[config.mk]
export PLATFORM = sky130hd
export DESIGN_NAME = array_mult_arbiter
export DESIGN_NICKNAME = d
export VERILOG_FILES = /design/src/rtl/array_mult_pkg.sv /design/src/rtl/array_mult_structural.sv /design/src/rtl/rr_pick.sv /design/src/rtl/array_mult_arbiter.sv
export SDC_FILE = /design/constraint.sdc
export NUM_CORES = 1
export LEC_CHECK = 0
export BUFFER_PORTS_ARGS = -buffer_cell sky130_fd_sc_hd__buf_2
export CELL_PAD_IN_SITES_DETAIL_PLACEMENT = 0
export CELL_PAD_IN_SITES_GLOBAL_PLACEMENT = 1
export CORE_MARGIN = 2
export CORE_UTILIZATION = 44
export CTS_CLUSTER_DIAMETER = 50
export CTS_CLUSTER_SIZE = 28
export DETAILED_ROUTE_END_ITERATION = 16
export PLACE_DENSITY = 0.9
export SETUP_SLACK_MARGIN = 0.5
export SLEW_MARGIN = 10
export SYNTH_ARGS = -nofsm -noshare
export SYNTH_HDL_FRONTEND = slang
export SYNTH_SLANG_ARGS = --single-unit
export TNS_END_PERCENT = 30
[constraint.sdc]
create_clock -name clk -period 8.6 [get_ports clk]
set_input_delay 1.72 -clock clk [delete_from_list [all_inputs] [get_ports clk]]
set_output_delay 1.72 -clock clk [all_outputs]
set_load 0.02 [all_outputs]
[src/rtl/array_mult_pkg.sv]
// Shared types and constants for the shared array-multiplier arbiter.
package array_mult_pkg;

    // The multiplier instance is fixed at 4x4.
    localparam int unsigned MULT_W = 4;

    typedef enum logic [1:0] {
        StIdle = 2'd0,
        StMul  = 2'd1,
        StHold = 2'd2
    } state_e;

    // Width of a requester index.
    function automatic int unsigned id_width(input int unsigned n);
        return (n <= 2) ? 1 : $clog2(n);
    endfunction

endpackage

[src/rtl/array_mult_structural.sv]
// 4x4 unsigned array multiplier: rows of full adders accumulate shifted partial products.
module array_mult_structural (
    input  logic [3:0] m,
    input  logic [3:0] q,
    output logic [7:0] p
);

    // One ripple-carry row per multiplier bit.
    always_comb begin
        logic [7:0] acc;
        logic [7:0] addend;
        logic [7:0] nxt;
        logic       c;
        acc    = '0;
        addend = '0;
        nxt    = '0;
        c      = 1'b0;
        for (int r = 0; r < 4; r++) begin
            addend = {4'b0000, m & {4{q[r]}}} << r;
            c      = 1'b0;
            for (int b = 0; b < 8; b++) begin
                nxt[b] = acc[b] ^ addend[b] ^ c;
                c      = (acc[b] & addend[b]) | (c & (acc[b] ^ addend[b]));
            end
            acc = nxt;
        end
        p = acc;
    end

endmodule

[src/rtl/rr_pick.sv]
// Combinational round-robin picker: first set request at or above ptr, with wrap.
module rr_pick #(
    parameter int unsigned NREQ = 4,
    parameter int unsigned IDW  = 2
) (
    input  logic [NREQ-1:0] req,
    input  logic [IDW-1:0]  ptr,
    output logic [NREQ-1:0] gnt,
    output logic [IDW-1:0]  gnt_idx
);

    // Scan ptr, ptr+1, ... modulo NREQ and keep the first hit.
    always_comb begin
        int unsigned idx;
        logic        found;
        gnt     = '0;
        gnt_idx = '0;
        found   = 1'b0;
        idx     = 0;
        for (int unsigned k = 0; k < NREQ; k++) begin
            idx = 32'(ptr) + k;
            if (idx >= NREQ) idx = idx - NREQ;
            if (!found && req[idx]) begin
                found    = 1'b1;
                gnt[idx] = 1'b1;
                gnt_idx  = IDW'(idx);
            end
        end
    end

endmodule

[src/rtl/array_mult_arbiter.sv]
// Shares one 4x4 multiplier among NREQ requesters: round-robin accept, multiply, hold result.
module array_mult_arbiter
    import array_mult_pkg::*;
#(
    parameter int unsigned NREQ = 4,
    parameter int unsigned W    = MULT_W,
    localparam int unsigned IDW = id_width(NREQ)
) (
    input  logic              clk,
    input  logic              rst,
    input  logic [NREQ-1:0]   req_valid,
    input  logic [NREQ*W-1:0] req_m,
    input  logic [NREQ*W-1:0] req_q,
    output logic [NREQ-1:0]   req_ready,
    output logic              rsp_valid,
    input  logic              rsp_ready,
    output logic [2*W-1:0]    rsp_p,
    output logic [IDW-1:0]    rsp_id,
    output logic              busy
);

    localparam logic [IDW-1:0] LastIdx = IDW'(NREQ - 1);

    state_e           state_q, state_d;
    logic [IDW-1:0]   ptr_q, ptr_d;
    logic [W-1:0]     op_m_q, op_m_d;
    logic [W-1:0]     op_q_q, op_q_d;
    logic [IDW-1:0]   op_id_q, op_id_d;
    logic             rsp_valid_q, rsp_valid_d;
    logic [2*W-1:0]   rsp_p_q, rsp_p_d;
    logic [IDW-1:0]   rsp_id_q, rsp_id_d;

    logic [NREQ-1:0]  gnt;
    logic [IDW-1:0]   gnt_idx;
    logic [2*W-1:0]   prod;

    rr_pick #(
        .NREQ (NREQ),
        .IDW  (IDW)
    ) u_rr_pick (
        .req     (req_valid),
        .ptr     (ptr_q),
        .gnt     (gnt),
        .gnt_idx (gnt_idx)
    );

    array_mult_structural u_mult (
        .m (op_m_q),
        .q (op_q_q),
        .p (prod)
    );

    // Next-state, operand capture and response update.
    always_comb begin
        state_d     = state_q;
        ptr_d       = ptr_q;
        op_m_d      = op_m_q;
        op_q_d      = op_q_q;
        op_id_d     = op_id_q;
        rsp_valid_d = rsp_valid_q;
        rsp_p_d     = rsp_p_q;
        rsp_id_d    = rsp_id_q;
        req_ready   = '0;
        unique case (state_q)
            StIdle: begin
                // Ready is gated by rst so nothing looks accepted while reset is asserted.
                req_ready = rst ? '0 : gnt;
                if (|(req_valid & req_ready)) begin
                    op_m_d  = req_m[gnt_idx*W +: W];
                    op_q_d  = req_q[gnt_idx*W +: W];
                    op_id_d = gnt_idx;
                    ptr_d   = (gnt_idx == LastIdx) ? '0 : gnt_idx + 1'b1;
                    state_d = StMul;
                end
            end
            StMul: begin
                rsp_p_d     = prod;
                rsp_id_d    = op_id_q;
                rsp_valid_d = 1'b1;
                state_d     = StHold;
            end
            StHold: begin
                if (rsp_ready) begin
                    rsp_valid_d = 1'b0;
                    state_d     = StIdle;
                end
            end
            default: state_d = StIdle;
        endcase
    end

    // State and datapath registers with asynchronous reset.
    always_ff @(posedge clk or posedge rst) begin
        if (rst) begin
            state_q     <= StIdle;
            ptr_q       <= '0;
            op_m_q      <= '0;
            op_q_q      <= '0;
            op_id_q     <= '0;
            rsp_valid_q <= 1'b0;
            rsp_p_q     <= '0;
            rsp_id_q    <= '0;
        end else begin
            state_q     <= state_d;
            ptr_q       <= ptr_d;
            op_m_q      <= op_m_d;
            op_q_q      <= op_q_d;
            op_id_q     <= op_id_d;
            rsp_valid_q <= rsp_valid_d;
            rsp_p_q     <= rsp_p_d;
            rsp_id_q    <= rsp_id_d;
        end
    end

    assign rsp_valid = rsp_valid_q;
    assign rsp_p     = rsp_p_q;
    assign rsp_id    = rsp_id_q;
    assign busy      = (state_q != StIdle);

endmodule
==> out/results.md, run 1 <==
### Status
- status: finished, final reports clean

### Route
- Post-route DRC: 0
- count of routing violations after the opening detailed-route iteration: 81
- count of nets left with antenna violations after detail routing: 0
- Detailed Route WL: 4.26 mm
- number of detailed-route iterations in the first pass: 4
- number of vias in the routed layout: 1660
- Avg Vias per Cell: 5.09
- Routed WL per cell: 13.1 µm

### Layout
- n_diodes: 0
- area of the multi-input gates: 1430 µm²
- filler cell count: 466
- Area growth syn-to-layout: 15.4%
- final core utilization: 0.531
- Layout Nets: 315
- fraction of final layout cells sized beyond drive strength 1: 0.328
- finished layout cell area: 2520 µm²
- storage element area: 626 µm²
- final std cells w/o fill: 326

### Placed design
- number of port buffers: 54
- final HPWL from detailed placement: 3.34 mm
- Inst Count DP: 322
- gp weighted congestion: 0.947
- area of placed instances: 2470 µm²

### Yosys
- number of flops mapped to enable cells by yosys: 0
- Synth top area share: 0.286
- number of warnings issued by yosys: 0
- most used flip-flop cell after synthesis: dfrtp_1
- commonest cells in the netlist: 28 x mux2i_1, 25 x dfrtp_1, 23 x nand2_1
- ranking of synthesized cells by area: dfrtp_1 29%, mux2i_1 13%, fa_1 7.3%
- #FFs+latches synth: 25
- most instantiated library cell after synthesis: mux2i_1
- cell accounting for the most synthesized area: dfrtp_1
- synthesized instance count: 213
- share of synthesized area occupied by flip-flops and latches: 0.286
- number of library cell types mapped by synthesis: 43
- cell area after technology mapping: 2190 µm²
- Async S/R FF share, synth: 1.00
- Mapped Avg Cell Area: 10.3 µm²
- Syn Nets: 268

### Global route
- via count of the first global-routing pass: 1503
- GRT met1 Usage: 0.233
- GRT Util Overall: 0.158
- wire length of the first global-routing pass: 6.91 mm
- grt met3 use: 0.0244
- overall overflow remaining after global route: 0
- met2 demand-to-capacity share in global routing: 0.251
- busiest metal layer after global routing: met2
- antenna violations before repair: 0
- pin count of the biggest net entering global routing: 26

### Clocking
- H-Tree Level Count: 1
- CTS tree: built
- clock slew at the register clock pins of the worst setup and hold paths: 0.08 ns
- CTS Buffer Depth: 2
- post-CTS setup repair buffer count: 0
- CTS-repair resized insts: 0
- cell chosen for the clock root: clkbuf_8
- number of buffers inserted during clock tree synthesis: 3
- number of hold buffers added after cts: 0
- Num Clock Sinks: 25
- worst skew pair latency: 0.27 ns

### Worst setup path
- category of the worst setup path capture point: output pin
- arrival time at the worst endpoint: 3.38 ns
- data required time at the worst endpoint: 6.88 ns
- startpoint class of the critical path: input port
- Crit Path Category: in2out
- worst-path fanout max: 17

### Die
- number of placed I/O pins: 55
- starting density of the core: 0.460
- Chip Height: 74.5 µm
- Cell Rows: 25
- placeable core region: 4750 µm²
- Total Die Area: 5550 µm²
- DIE WIDTH: 74.5 µm

### STA
- final worst path period share: 0.593
- setup TNS: 0 ns
- min Tclk post-route: 5.10 ns
- normalized max-slew margin: 0.213
- post-route clock skew: 0.00721 ns
- max-slew violation total from the final report: 0
- slew at the pin with the worst max-slew slack: 1.18 ns
- endpoints failing setup: 0
- Max Clk Rate: 0.196 GHz
- RSZ-0062 raised after global routing: false
- count of endpoints failing hold in the final timing report: 0

### Power and ir drop
- maximum vdd ir drop: 152 µV
- Power, Total: 0.000970 W
- areal power density over the cells: 384 nW/µm²
- static leakage: 1.20 nW

### Run
- max-cap viol count: 0

### Worst hold path
- worst min-delay path class: reg2reg

[placed cells by master (no fill, tap or decap), types with 2 or more instances in the layout]
master | netlist | final
mux2i_1 | 28 | 28
ha_1 | 8 | 8
dfrtp_1 | 25 | 25
a22o_1 | 2 | 2
nor2_1 | 11 | 11
buf_2 | 4 | 54
o21a_1 | 4 | 4
mux4_2 | 3 | 3
mux2_2 | 9 | 9
nor3_1 | 4 | 4
a21oi_1 | 5 | 5
o21ai_0 | 12 | 12
nand2_1 | 23 | 23
and2_1 | 8 | 8
mux2_4 | 5 | 5
fa_1 | 8 | 8
inv_1 | 14 | 14
o31ai_2 | 2 | 2
or3b_1 | 2 | 2
clkbuf_8 | 0 | 3
and4b_1 | 4 | 4
nand3b_1 | 2 | 2
nand2b_1 | 2 | 2
[stage by stage]
stage | worst slack (ns) | hold WS [ns]
final | 3.50 | 0.478
after global routing | 3.40 | 0.514
after floorplan | 3.76 | 0.460
after detailed placement | 3.52 | 0.465
after global placement | 3.58 | 0.456
after CTS | 3.51 | 0.485
[critical path, cell delays in order]
cell,delay [ns]
buf_2,0.25
or3b_1,0.43
a2111oi_4,0.40
o21a_1,0.25
nor3_1,0.07
nor2_1,0.08
buf_2,0.17
[power by group]
group	switching [W]	total [W]	internal, W
sequential	0.0000617	0.000237	0.000175
clock	0.0000365	0.0000694	0.0000328
combinational	0.000348	0.000664	0.000316
total	0.000446	0.000970	0.000523
[cell families after synthesis]
group / count (synthesis) / share of synthesized area
compound gates: 37 / 0.138
xor+xnor: 2 / 0.00802
fa+ha+maj: 16 / 0.119
buf+inv: 27 / 0.0607
flops: 25 / 0.286
mux: 45 / 0.240
simple gates: 61 / 0.148
[worst paths after layout]
path,startpoint,end,slack [ns],cells past startpoint
max,req_valid[3],req_ready[2],3.50,7
min,rsp_p[5],rsp_p[5],0.48,2
max reg2reg,op_m_q[1],rsp_p[6],4.40,13
min reg2reg,rsp_p[5],rsp_p[5],0.48,2
max in group asynchronous,rst,rsp_p[7],6.40,2
min in group asynchronous,rst,op_m_q[3],1.65,2
[layout make-up]
cell class / instances / area share
Clock buffer: 3 / 0.0164
Multi-Input combinational cell: 161 / 0.568
Clock inverter: 1 / 0.00298
Sequential cell: 25 / 0.248
Tap cell: 67 / 0.0332
Timing Repair Buffer: 55 / 0.110
Inverter: 14 / 0.0208
[sequential cells by signal, summed over array words and instances (netlist names), named ones only]
register / cells
op_q_q: 4
op_m_q: 4
rsp_id: 2
state_q: 2
op_id_q: 2
ptr_q: 1
rsp_p: 8
rsp_valid: 1
[layer usage]
metal  part of all wire  vias to the layer above
met3              0.037                        2
met4             0.0038                        0
met1               0.48                      773
li1                   -                      844
met2               0.48                       41
met5                  0                        -
Power figures use the tool's default switching activity.
==> run 2: changes to the inputs <==
Settings changed: ABC_AREA set to 1, CORE_UTILIZATION 44 to 37, PLACE_DENSITY 0.9 to 0.84.
Clock period 8.6 ns to 5.05 ns, I/O delays scaled along.
==> run 2 against run 1 <==
Net effect: global-route usage up 0.48 points; power is 73% higher; worst setup slack worse by 2.6 ns; design area fell by 3.2%; flip-flop and latch count stayed put; area after synthesis is 4.2% lower; clock skew up 0.0020 ns; sequential share of layout area is 0.83 points higher; first-iteration DRC count rose by 11%; sequential power is 59% higher; non-clock buffer count decreased by 1; critical path type is now reg2reg; largest cell class unchanged.
==> out/results.md, run 2 <==
### Global route
- pin count of the biggest net entering global routing: 34
- via count of the first global-routing pass: 1858
- antenna violations before repair: 0
- overall overflow remaining after global route: 0
- GRT Util Overall: 0.163
- wire length of the first global-routing pass: 8.31 mm

### Die
- DIE WIDTH: 79.2 µm
- number of placed I/O pins: 55
- placeable core region: 5470 µm²
- Cell Rows: 27
- Total Die Area: 6280 µm²
- Chip Height: 79.2 µm
- starting density of the core: 0.383

### Layout
- commonest non-fill, non-tap cell in the layout: nand2_1
- flip-flop count of the largest register, all copies and words added: 8
- Area growth syn-to-layout: 16.5%
- fraction of final layout cells sized beyond drive strength 1: 0.223
- final std cells w/o fill: 417
- n_diodes: 0
- Layout Nets: 401
- commonest cells after routing, fill and taps aside: 104 x nand2_1, 59 x nand3_1, 54 x buf_2
- final core utilization: 0.446

### Placed design
- number of port buffers: 54
- gp weighted congestion: 0.845
- Inst Count DP: 413
- final HPWL from detailed placement: 3.69 mm

### Power and ir drop
- areal power density over the cells: 688 nW/µm²
- power dissipated by switching net loads: 0.000950 W
- power share of the clock group: 0.073
- maximum vdd ir drop: 266 µV
- part of the total power dissipated in combinational logic: 0.702
- Power, Total: 0.00168 W
- static leakage: 1.36 nW
- Seq pwr share: 0.225
- fraction of power spent switching nets: 0.566
- internal power component: 0.000729 W

### Clocking
- post-CTS setup repair buffer count: 0
- CTS tree: built
- clock slew at the register clock pins of the worst setup and hold paths: 0.09 ns
- CTS Buffer Depth: 2
- number of buffers inserted during clock tree synthesis: 3
- worst skew pair latency: 0.27 ns
- cell chosen for the clock root: clkbuf_8
- Num Clock Sinks: 25
- number of hold buffers added after cts: 0
- CTS-repair resized insts: 0
- H-Tree Level Count: 1

### STA
- slew at the pin with the worst max-slew slack: 1.07 ns
- count of endpoints failing hold in the final timing report: 0
- normalized max-slew margin: 0.284
- RSZ-0062 raised after global routing: false
- post-route clock skew: 0.00921 ns
- min Tclk post-route: 4.12 ns
- final worst path period share: 0.815
- endpoints failing setup: 0
- Max Clk Rate: 0.243 GHz
- max-slew violation total from the final report: 0
- setup TNS: 0 ns

### Worst setup path
- arrival time at the worst endpoint: 4.26 ns
- startpoint class of the critical path: flip-flop
- FF-to-FF path depth: 14
- Worst setup endpoint: rsp_p[6]
- internal reg-to-reg setup slack: 0.93 ns
- Crit Path Category: reg2reg
- beginning of the worst register-to-register path: op_q_q[0]
- category of the worst setup path capture point: flip-flop
- Reg-to-Reg End: rsp_p[6]
- worst-path fanout max: 5
- critical path launch point: op_q_q[0]
- data required time at the worst endpoint: 5.20 ns

### Route
- count of routing violations after the opening detailed-route iteration: 90
- Post-route DRC: 0
- highest signal layer in the routed design: met4
- Avg Vias per Cell: 4.82
- Detailed Route WL: 4.74 mm
- length of routed wiring on met1: 2.45 mm
- routed length on met2: 2.04 mm
- amount of wire on met3 after detailed routing: 185 µm
- count of nets left with antenna violations after detail routing: 0
- number of detailed-route iterations in the first pass: 4
- number of vias in the routed layout: 2011
- Routed WL per cell: 11.4 µm

### Yosys
- Mapped Avg Cell Area: 7.08 µm²
- #FFs+latches synth: 25
- Syn Nets: 351
- ranking of synthesized cells by area: dfrtp_1 30%, nand2_1 19%, nand3_1 14%
- number of library cell types mapped by synthesis: 27
- commonest cells in the netlist: 104 x nand2_1, 59 x nand3_1, 29 x inv_1
- Synth top area share: 0.299
- Async S/R FF share, synth: 1.00
- cell area after technology mapping: 2090 µm²
- share of synthesized area occupied by flip-flops and latches: 0.299
- number of flops mapped to enable cells by yosys: 0
- most used flip-flop cell after synthesis: dfrtp_1
- most instantiated library cell after synthesis: nand2_1
- cell accounting for the most synthesized area: dfrtp_1
- number of warnings issued by yosys: 0
- synthesized instance count: 296

### Worst hold path
- worst min-delay path class: reg2reg

### Status
- status: finished, final reports clean

### Run
- max-cap viol count: 0

-- run 2: changes by cell type after synthesis, moves of 8 or more --
cell / previous run / this run
nand2_1: 23 / 104
nand3_1: 0 / 59
mux2i_1: 28 / 0
inv_1: 14 / 29
mux2_2: 9 / 0
nand4_1: 0 / 9
and2_1: 8 / 0
-- run 2: critical path, stage by stage (launching register included) --
cell and delay (ns):
dfrtp_1 0.43, nand2_1 0.07, inv_1 0.06, ha_1 0.13, inv_1 0.04, fa_1 0.38, fa_1 0.49, inv_1 0.05
fa_1 0.42, fa_1 0.39, fa_1 0.48, inv_1 0.05, fa_1 0.43, fa_1 0.48, o21ai_0 0.08
-- run 2: per-layer routing --
layer | up-vias | GRT usage
li1 | 1057 | -
met1 | 899 | 0.238
met2 | 49 | 0.253
met4 | 0 | 0.0569
met3 | 6 | 0.0148
met5 | - | 0
-- run 2: cells by family (layout without fill, tap and decap cells) --
family | count (synthesis) | count (layout) | share of synthesized area
simple gates | 193 | 193 | 0.422
buf+inv | 43 | 92 | 0.0932
flops | 25 | 25 | 0.299
compound gates | 18 | 18 | 0.0573
fa+ha+maj | 16 | 16 | 0.124
xor+xnor | 1 | 1 | 0.00418
-- run 2: layout make-up --
class | instances | area [µm²]
fillers | 628 | 3030
multi-input cells | 228 | 1270
flip-flops and latches | 25 | 626
repair buffers | 54 | 270
inverters | 34 | 133
well taps | 72 | 90.1
clock buffers | 3 | 41.3
clock inverters | 1 | 7.51
-- run 2: worst min path at each step --
| stage | startpoint | endpoint | slack, ns | cells past startpoint |
|---|---|---|---|---|
| final | rsp_p[3] | rsp_p[3] | 0.48 | 2 |
| after CTS | rsp_p[3] | rsp_p[3] | 0.48 | 2 |
| after global routing | rsp_p[6] | rsp_p[6] | 0.51 | 2 |
| after global placement | rsp_p[2] | rsp_p[2] | 0.45 | 2 |
| after floorplan | op_id_q[0] | op_id_q[0] | 0.45 | 2 |
| after detailed placement | rsp_p[3] | rsp_p[3] | 0.46 | 2 |
-- run 2: stage by stage --
stage | worst slack (ns) | hold slack [ns] | area [µm²]
global route | 0.722 | 0.507 | 2440
finish | 0.933 | 0.476 | 2440
floorplan | 1.08 | 0.449 | 2090
detailed placement | 0.942 | 0.460 | 2390
CTS | 0.914 | 0.482 | 2440
global placement | 1.00 | 0.449 | 2390
-- run 2: power groups by stage --
stage	clock [W]	combinational, W	sequential [W]
2_1_floorplan	0	0.000955	0.000395
3_3_place_gp	0	0.00118	0.000378
3_5_place_dp	0	0.00119	0.000383
4_1_cts	0.000128	0.00119	0.000379
5_1_grt	0.000135	0.00137	0.000395
6_report	0.000123	0.00118	0.000378
==> run 3: changes to the inputs <==
Settings changed: CORE_UTILIZATION 37 to 34, PLACE_DENSITY 0.84 to 0.82.
Clock period 5.05 ns to 3.3 ns, I/O delays scaled along.
==> run 3 against run 2 <==
Net effect: the flow now finishes with violations (negative setup slack); die area increased by 8.4%; non-clock buffer count increased by 11; clock power increased by 49%; sequential share of layout area decreased by 1.9 points; wire length increased by 9.7%; worst hold slack got worse by 0.0091 ns; cell count increased by 3.4%; worst setup slack got worse by 1.4 ns; global-route usage decreased by 0.10 points.
==> out/results.md, run 3 (same netlist as run 2, synthesis figures left out) <==
### Clocking
- worst skew pair latency: 0.27 ns
- Num Clock Sinks: 25
- post-CTS setup repair buffer count: 0
- H-Tree Level Count: 1
- CTS tree: built
- number of hold buffers added after cts: 0
- number of buffers inserted during clock tree synthesis: 3
- cell chosen for the clock root: clkbuf_8
- CTS Buffer Depth: 2
- clock slew at the register clock pins of the worst setup and hold paths: 0.08 ns

### Route
- routed length on met2: 2.34 mm
- amount of wire on met3 after detailed routing: 207 µm
- Detailed Route WL: 5.20 mm
- Routed WL per cell: 12.1 µm
- Avg Vias per Cell: 4.83
- number of detailed-route iterations in the first pass: 4
- number of vias in the routed layout: 2081
- count of nets left with antenna violations after detail routing: 0
- Post-route DRC: 0
- highest signal layer in the routed design: met4
- length of routed wiring on met1: 2.56 mm
- count of routing violations after the opening detailed-route iteration: 83

### Status
- failing checks: negative setup slack
- status: complete, but fails checks

### Layout
- final core utilization: 0.445
- filler cell count: 622
- Layout Nets: 412
- commonest cells after routing, fill and taps aside: 102 x nand2_1, 50 x buf_2, 46 x nand3_1
- flip-flop count of the largest register, all copies and words added: 8
- n_diodes: 0
- final std cells w/o fill: 431
- commonest non-fill, non-tap cell in the layout: nand2_1
- fraction of final layout cells sized beyond drive strength 1: 0.317
- Area growth syn-to-layout: 25.9%

### Worst hold path
- Hold Crit Start: rsp_p[3]
- worst min-delay path class: reg2reg

### STA
- post-route clock skew: 0.00574 ns
- normalized max-slew margin: 0.491
- min Tclk post-route: 3.78 ns
- final worst path period share: 1.15
- Hold Worst Slack: 0.467 ns
- Max Clk Rate: 0.264 GHz
- count of endpoints failing hold in the final timing report: 0
- min setup slack post-route: -0.484 ns
- RSZ-0062 raised after global routing: true
- slew at the pin with the worst max-slew slack: 0.764 ns
- endpoints failing setup: 3
- max-slew violation total from the final report: 0

### Worst setup path
- Worst setup endpoint: rsp_p[6]
- worst-path fanout max: 2
- category of the worst setup path capture point: flip-flop
- FF-to-FF path depth: 14
- data required time at the worst endpoint: 3.45 ns
- beginning of the worst register-to-register path: op_q_q[0]
- Crit Path Category: reg2reg
- internal reg-to-reg setup slack: -0.48 ns
- arrival time at the worst endpoint: 3.94 ns
- startpoint class of the critical path: flip-flop
- Reg-to-Reg End: rsp_p[6]
- critical path launch point: op_q_q[0]

### Global route
- via count of the first global-routing pass: 1872
- overall overflow remaining after global route: 0
- GRT Util Overall: 0.162
- wire length of the first global-routing pass: 8.63 mm
- antenna violations before repair: 0
- pin count of the biggest net entering global routing: 26

### Die
- starting density of the core: 0.354
- DIE WIDTH: 82.5 µm
- Total Die Area: 6800 µm²
- Cell Rows: 28
- placeable core region: 5920 µm²
- number of placed I/O pins: 55
- Chip Height: 82.5 µm

### Placed design
- post-place setup slack: -0.490 ns
- gp weighted congestion: 0.841
- final HPWL from detailed placement: 3.88 mm
- number of port buffers: 54
- Inst Count DP: 427

### Power and ir drop
- maximum vdd ir drop: 385 µV
- static leakage: 1.43 nW
- areal power density over the cells: 1070 nW/µm²

### Run
- max-cap viol count: 0

run 3: cell types whose count changed in the layout (fill, tap and decap cells not counted), moves of 3 or more:
cell	before	now
buf_4	0	15
nand3_1	59	46
buf_2	54	50
fa_2	0	5
inv_1	29	26
nand3_2	3	16
fa_1	8	3
run 3: layout make-up:
cell class,instances,area (µm²),area share
clock buffers,3,41.3,0.0157
repair buffers,65,363,0.138
multi-input cells,228,1370,0.519
inverters,34,138,0.0522
flip-flops and latches,25,627,0.238
well taps,75,93.8,0.0356
clock inverters,1,5.00,0.00190
run 3: power breakdown:
part	switching, W	internal [W]	total (W)
clock network	0.0000984	0.0000846	0.000183
logic	0.00138	0.000731	0.00211
registers	0.0000882	0.000444	0.000533
total	0.00156	0.00126	0.00282
run 3: how the worst min path moves through the flow:
stage	to	depth (start not counted)	slack (ns)
floorplan	op_id_q[0]	2	0.45
global placement	rsp_p[3]	2	0.45
detailed placement	rsp_p[3]	2	0.45
CTS	rsp_p[3]	2	0.47
global route	rsp_p[1]	2	0.50
finish	rsp_p[3]	2	0.47
run 3: worst max-delay path, cell delays in order (launching register included):
cell,delay (ns)
dfrtp_1,0.36
nand2_1,0.06
inv_1,0.06
ha_1,0.14
inv_1,0.05
fa_2,0.33
fa_1,0.48
inv_1,0.05
fa_2,0.34
fa_2,0.34
fa_1,0.50
inv_2,0.04
fa_2,0.37
fa_1,0.48
o21ai_1,0.06
run 3: stage by stage:
stage,area [µm²],TNS [ns],total power (W)
final,2640,-1.08,0.00282
after CTS,2620,-1.13,0.00282
after global placement,2490,-0.921,0.00250
after global routing,2640,-1.59,0.00315
after floorplan,2110,-0.918,0.00207
after detailed placement,2490,-1.07,0.00252
run 3: routing by layer:
layer  vias up  GRT usage
met1       951      0.231
met3         9     0.0196
met4         0     0.0517
met2        47      0.255
li1       1074          -
met5         -          0
run 3: timing repair:
action / CTS / global route
cloned: 0 / 0
resized for setup: 22 / 5
pin swaps: 6 / 17
endpoints found under the setup margin: 8 / 14
